`config.mk`:
```
export PLATFORM = sky130hd
export DESIGN_NAME = program_encoder
export DESIGN_NICKNAME = d
export VERILOG_FILES = /design/src/rtl/program_encoder.sv
export SDC_FILE = /design/constraint.sdc
export NUM_CORES = 1
export LEC_CHECK = 0
export ABC_AREA = 1
export CELL_PAD_IN_SITES_DETAIL_PLACEMENT = 1
export CELL_PAD_IN_SITES_GLOBAL_PLACEMENT = 2
export CORE_UTILIZATION = 37
export CTS_CLUSTER_SIZE = 14
export DETAILED_ROUTE_END_ITERATION = 6
export DONT_BUFFER_PORTS = 1
export PLACE_DENSITY = 0.83
export SLEW_MARGIN = 20
export SYNTH_ARGS = -nofsm -noshare
export SYNTH_HDL_FRONTEND = slang
export SYNTH_SLANG_ARGS = --single-unit
```
`constraint.sdc`:
```
create_clock -name clk -period 3.5 [get_ports clk]
set_input_delay 0.35 -clock clk [delete_from_list [all_inputs] [get_ports clk]]
set_output_delay 0.35 -clock clk [all_outputs]
set_load 0.05 [all_outputs]
```
`src/rtl/program_encoder.sv`:
```
// program_encoder: turns instruction descriptors (op, registers, immediate)
// into RV32I machine words and streams them into instruction memory, one
// word per cycle, starting at a base word address captured on start.
module program_encoder #(
    parameter int ADDR_WIDTH = 8
) (
    input  logic                  clk,
    input  logic                  rst,        // asynchronous, active-low
    input  logic                  start,
    input  logic [ADDR_WIDTH-1:0] base_addr,
    input  logic                  in_valid,
    output logic                  in_ready,
    input  logic [2:0]            in_op,
    input  logic [4:0]            in_rd,
    input  logic [4:0]            in_rs1,
    input  logic [4:0]            in_rs2,
    input  logic [12:0]           in_imm,
    input  logic                  in_last,
    output logic                  mem_we,
    output logic [ADDR_WIDTH-1:0] mem_addr,
    output logic [31:0]           mem_wdata,
    output logic                  busy,
    output logic [ADDR_WIDTH:0]   count,
    output logic                  err,
    output logic [2:0]            err_code
);

    typedef enum logic [1:0] {S_IDLE, S_RUN, S_FLUSH} state_t;

    localparam logic [2:0] OP_ADD  = 3'd0;
    localparam logic [2:0] OP_SUB  = 3'd1;
    localparam logic [2:0] OP_SLL  = 3'd2;
    localparam logic [2:0] OP_ADDI = 3'd3;
    localparam logic [2:0] OP_LW   = 3'd4;
    localparam logic [2:0] OP_SW   = 3'd5;
    localparam logic [2:0] OP_BEQ  = 3'd6;

    localparam logic [2:0] E_NONE   = 3'd0;
    localparam logic [2:0] E_RANGE  = 3'd1;
    localparam logic [2:0] E_ALIGN  = 3'd2;
    localparam logic [2:0] E_OPCODE = 3'd3;
    localparam logic [2:0] E_FULL   = 3'd4;

    localparam logic [6:0] OPC_R = 7'b0110011;

    // Memory capacity in words, expressed in the count width.
    localparam logic [ADDR_WIDTH:0] CAPACITY = {1'b1, {ADDR_WIDTH{1'b0}}};

    state_t                  state_reg, state_next;
    logic                    start_ok;
    logic                    accept;
    logic [ADDR_WIDTH-1:0]   ptr_reg;
    logic [ADDR_WIDTH:0]     count_reg;
    logic [ADDR_WIDTH:0]     count_pending;
    logic                    we_reg;
    logic [31:0]             wdata_reg;
    logic                    err_reg;
    logic [2:0]              err_code_reg;
    logic [31:0]             word_next;
    logic [2:0]              chk_next;
    logic signed [12:0]      imm_s;
    logic                    is_is_type;
    logic                    range_bad;
    logic                    align_bad;

    assign imm_s  = in_imm;
    assign accept = in_valid && in_ready;

    // State register.
    always_ff @(posedge clk or negedge rst) begin
        if (!rst) state_reg <= S_IDLE;
        else      state_reg <= state_next;
    end

    // Next-state logic and handshake; start only counts when idle.
    always_comb begin
        state_next = state_reg;
        in_ready   = 1'b0;
        start_ok   = 1'b0;
        case (state_reg)
            S_IDLE: begin
                if (start) begin
                    start_ok   = 1'b1;
                    state_next = S_RUN;
                end
            end
            S_RUN: begin
                in_ready = 1'b1;
                if (in_valid && in_last) state_next = S_FLUSH;
            end
            S_FLUSH: state_next = S_IDLE;
            default: state_next = S_IDLE;
        endcase
    end

    // Encode the presented descriptor and classify it; the word in flight
    // is included in the fill level so back-to-back accepts see FULL in time.
    always_comb begin
        word_next = 32'h0;
        case (in_op)
            OP_ADD:  word_next = {7'b0000000, in_rs2, in_rs1, 3'b000, in_rd, OPC_R};
            OP_SUB:  word_next = {7'b0100000, in_rs2, in_rs1, 3'b000, in_rd, OPC_R};
            OP_SLL:  word_next = {7'b0000000, in_rs2, in_rs1, 3'b001, in_rd, OPC_R};
            OP_ADDI: word_next = {in_imm[11:0], in_rs1, 3'b000, in_rd, 7'b0010011};
            OP_LW:   word_next = {in_imm[11:0], in_rs1, 3'b010, in_rd, 7'b0000011};
            OP_SW:   word_next = {in_imm[11:5], in_rs2, in_rs1, 3'b010, in_imm[4:0], 7'b0100011};
            OP_BEQ:  word_next = {in_imm[12], in_imm[10:5], in_rs2, in_rs1, 3'b000,
                                  in_imm[4:1], in_imm[11], 7'b1100011};
            default: word_next = 32'h0;
        endcase

        is_is_type    = (in_op == OP_ADDI) || (in_op == OP_LW) || (in_op == OP_SW);
        range_bad     = (is_is_type && ((imm_s < -13'sd2048) || (imm_s > 13'sd2047))) ||
                        ((in_op == OP_BEQ) && (imm_s > 13'sd4094));
        align_bad     = (in_op == OP_BEQ) && in_imm[0];
        count_pending = count_reg + {{ADDR_WIDTH{1'b0}}, we_reg};

        chk_next = E_NONE;
        if (in_op == 3'd7)                 chk_next = E_OPCODE;
        else if (range_bad)                chk_next = E_RANGE;
        else if (align_bad)                chk_next = E_ALIGN;
        else if (count_pending == CAPACITY) chk_next = E_FULL;
    end

    // Write pipeline, pointer/count and sticky first-error capture.
    always_ff @(posedge clk or negedge rst) begin
        if (!rst) begin
            we_reg       <= 1'b0;
            wdata_reg    <= 32'h0;
            ptr_reg      <= '0;
            count_reg    <= '0;
            err_reg      <= 1'b0;
            err_code_reg <= E_NONE;
        end else begin
            we_reg <= accept && (chk_next == E_NONE);
            if (accept && (chk_next == E_NONE)) wdata_reg <= word_next;

            if (start_ok) begin
                ptr_reg      <= base_addr;
                count_reg    <= '0;
                err_reg      <= 1'b0;
                err_code_reg <= E_NONE;
            end else begin
                if (we_reg) begin
                    ptr_reg   <= ptr_reg + 1'b1;
                    count_reg <= count_reg + 1'b1;
                end
                if (accept && (chk_next != E_NONE)) begin
                    err_reg <= 1'b1;
                    if (!err_reg) err_code_reg <= chk_next;
                end
            end
        end
    end

    assign mem_we    = we_reg;
    assign mem_addr  = ptr_reg;
    assign mem_wdata = wdata_reg;
    assign busy      = (state_reg != S_IDLE);
    assign count     = count_reg;
    assign err       = err_reg;
    assign err_code  = err_code_reg;

endmodule

```
==> impl_metrics.py <==
metrics = {
    "finish": {
        "area_growth_pct": 6.52,
        "n_antenna_cell": 0,
        "drive_gt1_share_pct": 10.9,
        "final_nets": 422,
        "largest_register_ffs": 28,
        "final_cells": 474,
    },
    "setup_path": {
        "cp_slowest_cell": "dfrtp_1",
        "cp_max_fo": 44,
        "cp-end-kind": "flip-flop",
        "crit_chain": "nand2_1, nor2_2, nand3_1, nand2_1, nor2_1, nand3_2, nand4_4, inv_4, nand2_1, nand2_1",
        "worstPathArrival_ns": 3.04,
        "worst-setup-path-type": "flip-flop to flip-flop",
        "start_kind": "flip-flop",
        "cp_common_cell": "nand2_1",
        "slowest_delay_ns": 0.75,
        "cp.required_ns": 3.74,
    },
    "detailed_routing": {
        "vias_per_cell": 5.13,
        "detail_route.wl_per_cell_um": 15.5,
        "antenna_left": 0,
        "dr.pass1.iters": 4,
        "dr_total_vias": 2430,
        "drt_wl_total_mm": 7.35,
        "drc": 0,
        "first_iter_violations": 53,
    },
    "yosys": {
        "synth-async-reset-ratio_pct": 100,
        "synth.avg_cell_area_sq_um": 7.79,
        "yosysSeqAreaShare_pct": 44.9,
        "ys.flop_type": "dfrtp_1",
        "ys_ff_latch": 52,
        "syn_inst": 372,
        "synth_edf_count": 0,
        "syn-cell-area_sq_um": 2900,
        "synth_warnings": 0,
        "yosysUniqueCellTypes": 36,
    },
    "sta": {
        "period_minus_slack_ns": 2.80,
        "hold_ws_ns": 0.124,
        "fin_crit_sh_pct": 80.0,
        "finalSetupTns_ns": 0,
        "report.final.slew_viol_count": 0,
        "finClkSkew_ns": 0.0168,
        "setup_viol": 0,
        "setup_ws_ns": 0.698,
        "rsz0062_at_grt": "no",
        "slew_headroom_pct": 40.4,
        "tightest_slew_ns": 0.894,
        "fmax_mhz": 357,
        "hold_viol": 0,
    },
    "clocking": {
        "cts.htree.levels": 2,
        "clk_latency_ns": 0.31,
        "path_clk_slew_ns": 0.10,
        "hold_buffers": 2,
        "cts-root-buf": "clkbuf_8",
        "clk_path_buf_depth": 2,
        "numCtsBuffers": 5,
        "cts_tree": "yes",
        "post-cts-setup-buffers": 0,
        "cts_sinks": 52,
        "cts.repair.resized": 0,
    },
    "job": {
        "cap_violations": 0,
    },
    "status": {
        "outcome": "finished, final reports clean",
    },
    "power": {
        "powerDensity_nw_per_um2": 885,
        "power_w": 0.00273,
        "p_leak_nw": 1.52,
        "ir_worst_vdd_mv": 0.468,
    },
    "floorplanning": {
        "fp.dieH_um": 90.5,
        "dieArea_sq_um": 8190,
        "rows": 31,
        "core_sq_um": 7410,
        "io_pins": 100,
        "start_util_pct": 39.1,
        "die_w_um": 90.5,
    },
    "grt": {
        "grt_usage_pct": 18.4,
        "grt_overflow": 0,
        "grt_start_max_net_pins": 53,
        "grt_pass1_wl_mm": 12.2,
        "antenna_found_initial": 0,
        "grt_pass1_vias": 2490,
    },
    "place": {
        "gp_congestion": 0.775,
        "dp.final_hpwl_mm": 5.54,
        "placedCellCount": 464,
        "pre_cts_slack_ns": 0.694,
        "io_buffers": 0,
    },
    "worst_hold_path": {
        "hold_class": "primary input to flip-flop",
    },
}
cells in the mapped netlist (3+ instances only):
cell,n,area (sq um)
nand2_1,110,413
dfrtp_1,52,1300
inv_1,42,158
nor2_1,28,105
nand3_1,26,130
o21ai_0,19,95.1
o21ai_2,15,131
a21oi_1,13,65.1
a22oi_1,7,52.6
nand4_1,7,43.8
buf_4,6,45.0
nor3_1,5,25.0
buf_6,4,45.0
ha_1,4,50.1
a31oi_1,3,18.8
clkbuf_1,3,11.3
nand3_2,3,30.0
nor2_2,3,18.8
metal layers:
layer	global-route usage [%]	part of all wire, %
met1	21.6	43
met2	32.2	48
met3	6.23	7.4
met4	4.03	0.83
met5	0	0
path summary, 6_finish.rpt:
check | cells after the start | start | end | slack, ns
max | 10 | count[4] | mem_wdata[11] | 0.70
min | 1 | in_op[2] | mem_wdata[4] | 0.12
max reg2reg | 10 | count[4] | mem_wdata[11] | 0.70
min reg2reg | 4 | state_reg[1] | state_reg[1] | 0.74
max in group asynchronous | 2 | rst | err | 2.68
min in group asynchronous | 2 | rst | mem_addr[6] | 0.55
where the power goes:
part | switching, W | internal [W] | leakage [nW]
combinational | 0.000481 | 0.000233 | 0.809
clock | 0.000206 | 0.000143 | 0.0456
sequential | 0.000868 | 0.000798 | 0.664
final cells by class:
class	count	area (sq um)
Fill cell	936	4320
Multi-Input combinational cell	262	1320
Sequential cell	52	1300
Inverter	45	173
Tap cell	99	124
Timing Repair Buffer	8	82.6
Clock buffer	6	72.6
Clock inverter	2	13.8
per-stage QoR:
| stage | utilization, % | area (sq um) |
|---|---|---|
| 2_1_floorplan | - | 2900 |
| 3_3_place_gp | 40.0 | 2960 |
| 3_5_place_dp | 40.0 | 2960 |
| 4_1_cts | 41.6 | 3090 |
| 5_1_grt | 41.6 | 3090 |
| 6_report | 41.6 | 3090 |
cell families (layout without fill, tap and decap cells):
family	Yosys count	count (layout)	synth area share (%)
adders and majority gates	4	4	1.73
AOI/OAI and AO/OA	64	64	14.2
buffers and inverters	60	61	9.81
and+or+nand+nor	188	188	28.3
xor gates and xnor gates	3	3	0.907
other	1	3	0.129
DFF	52	52	44.9
layout by cell type (no fill, tap or decap), drive strengths merged, types with 3 or more instances in the layout:
cell,instances
a21oi,13
a22oi,7
a31oi,3
buf,7
clkbuf,6
conb,3
dfrtp,52
ha,4
inv,45
nand2,112
nand3,29
nand4,8
nor2,31
nor3,5
o21ai,35
worst max-delay path: cells and delay by family, from the launching register on:
| kind | cells | cell delay [ns] |
|---|---|---|
| buf+inv | 1 | 0.39 |
| flops | 1 | 0.75 |
| simple gates | 9 | 1.61 |
Power figures use the tool's default switching activity.
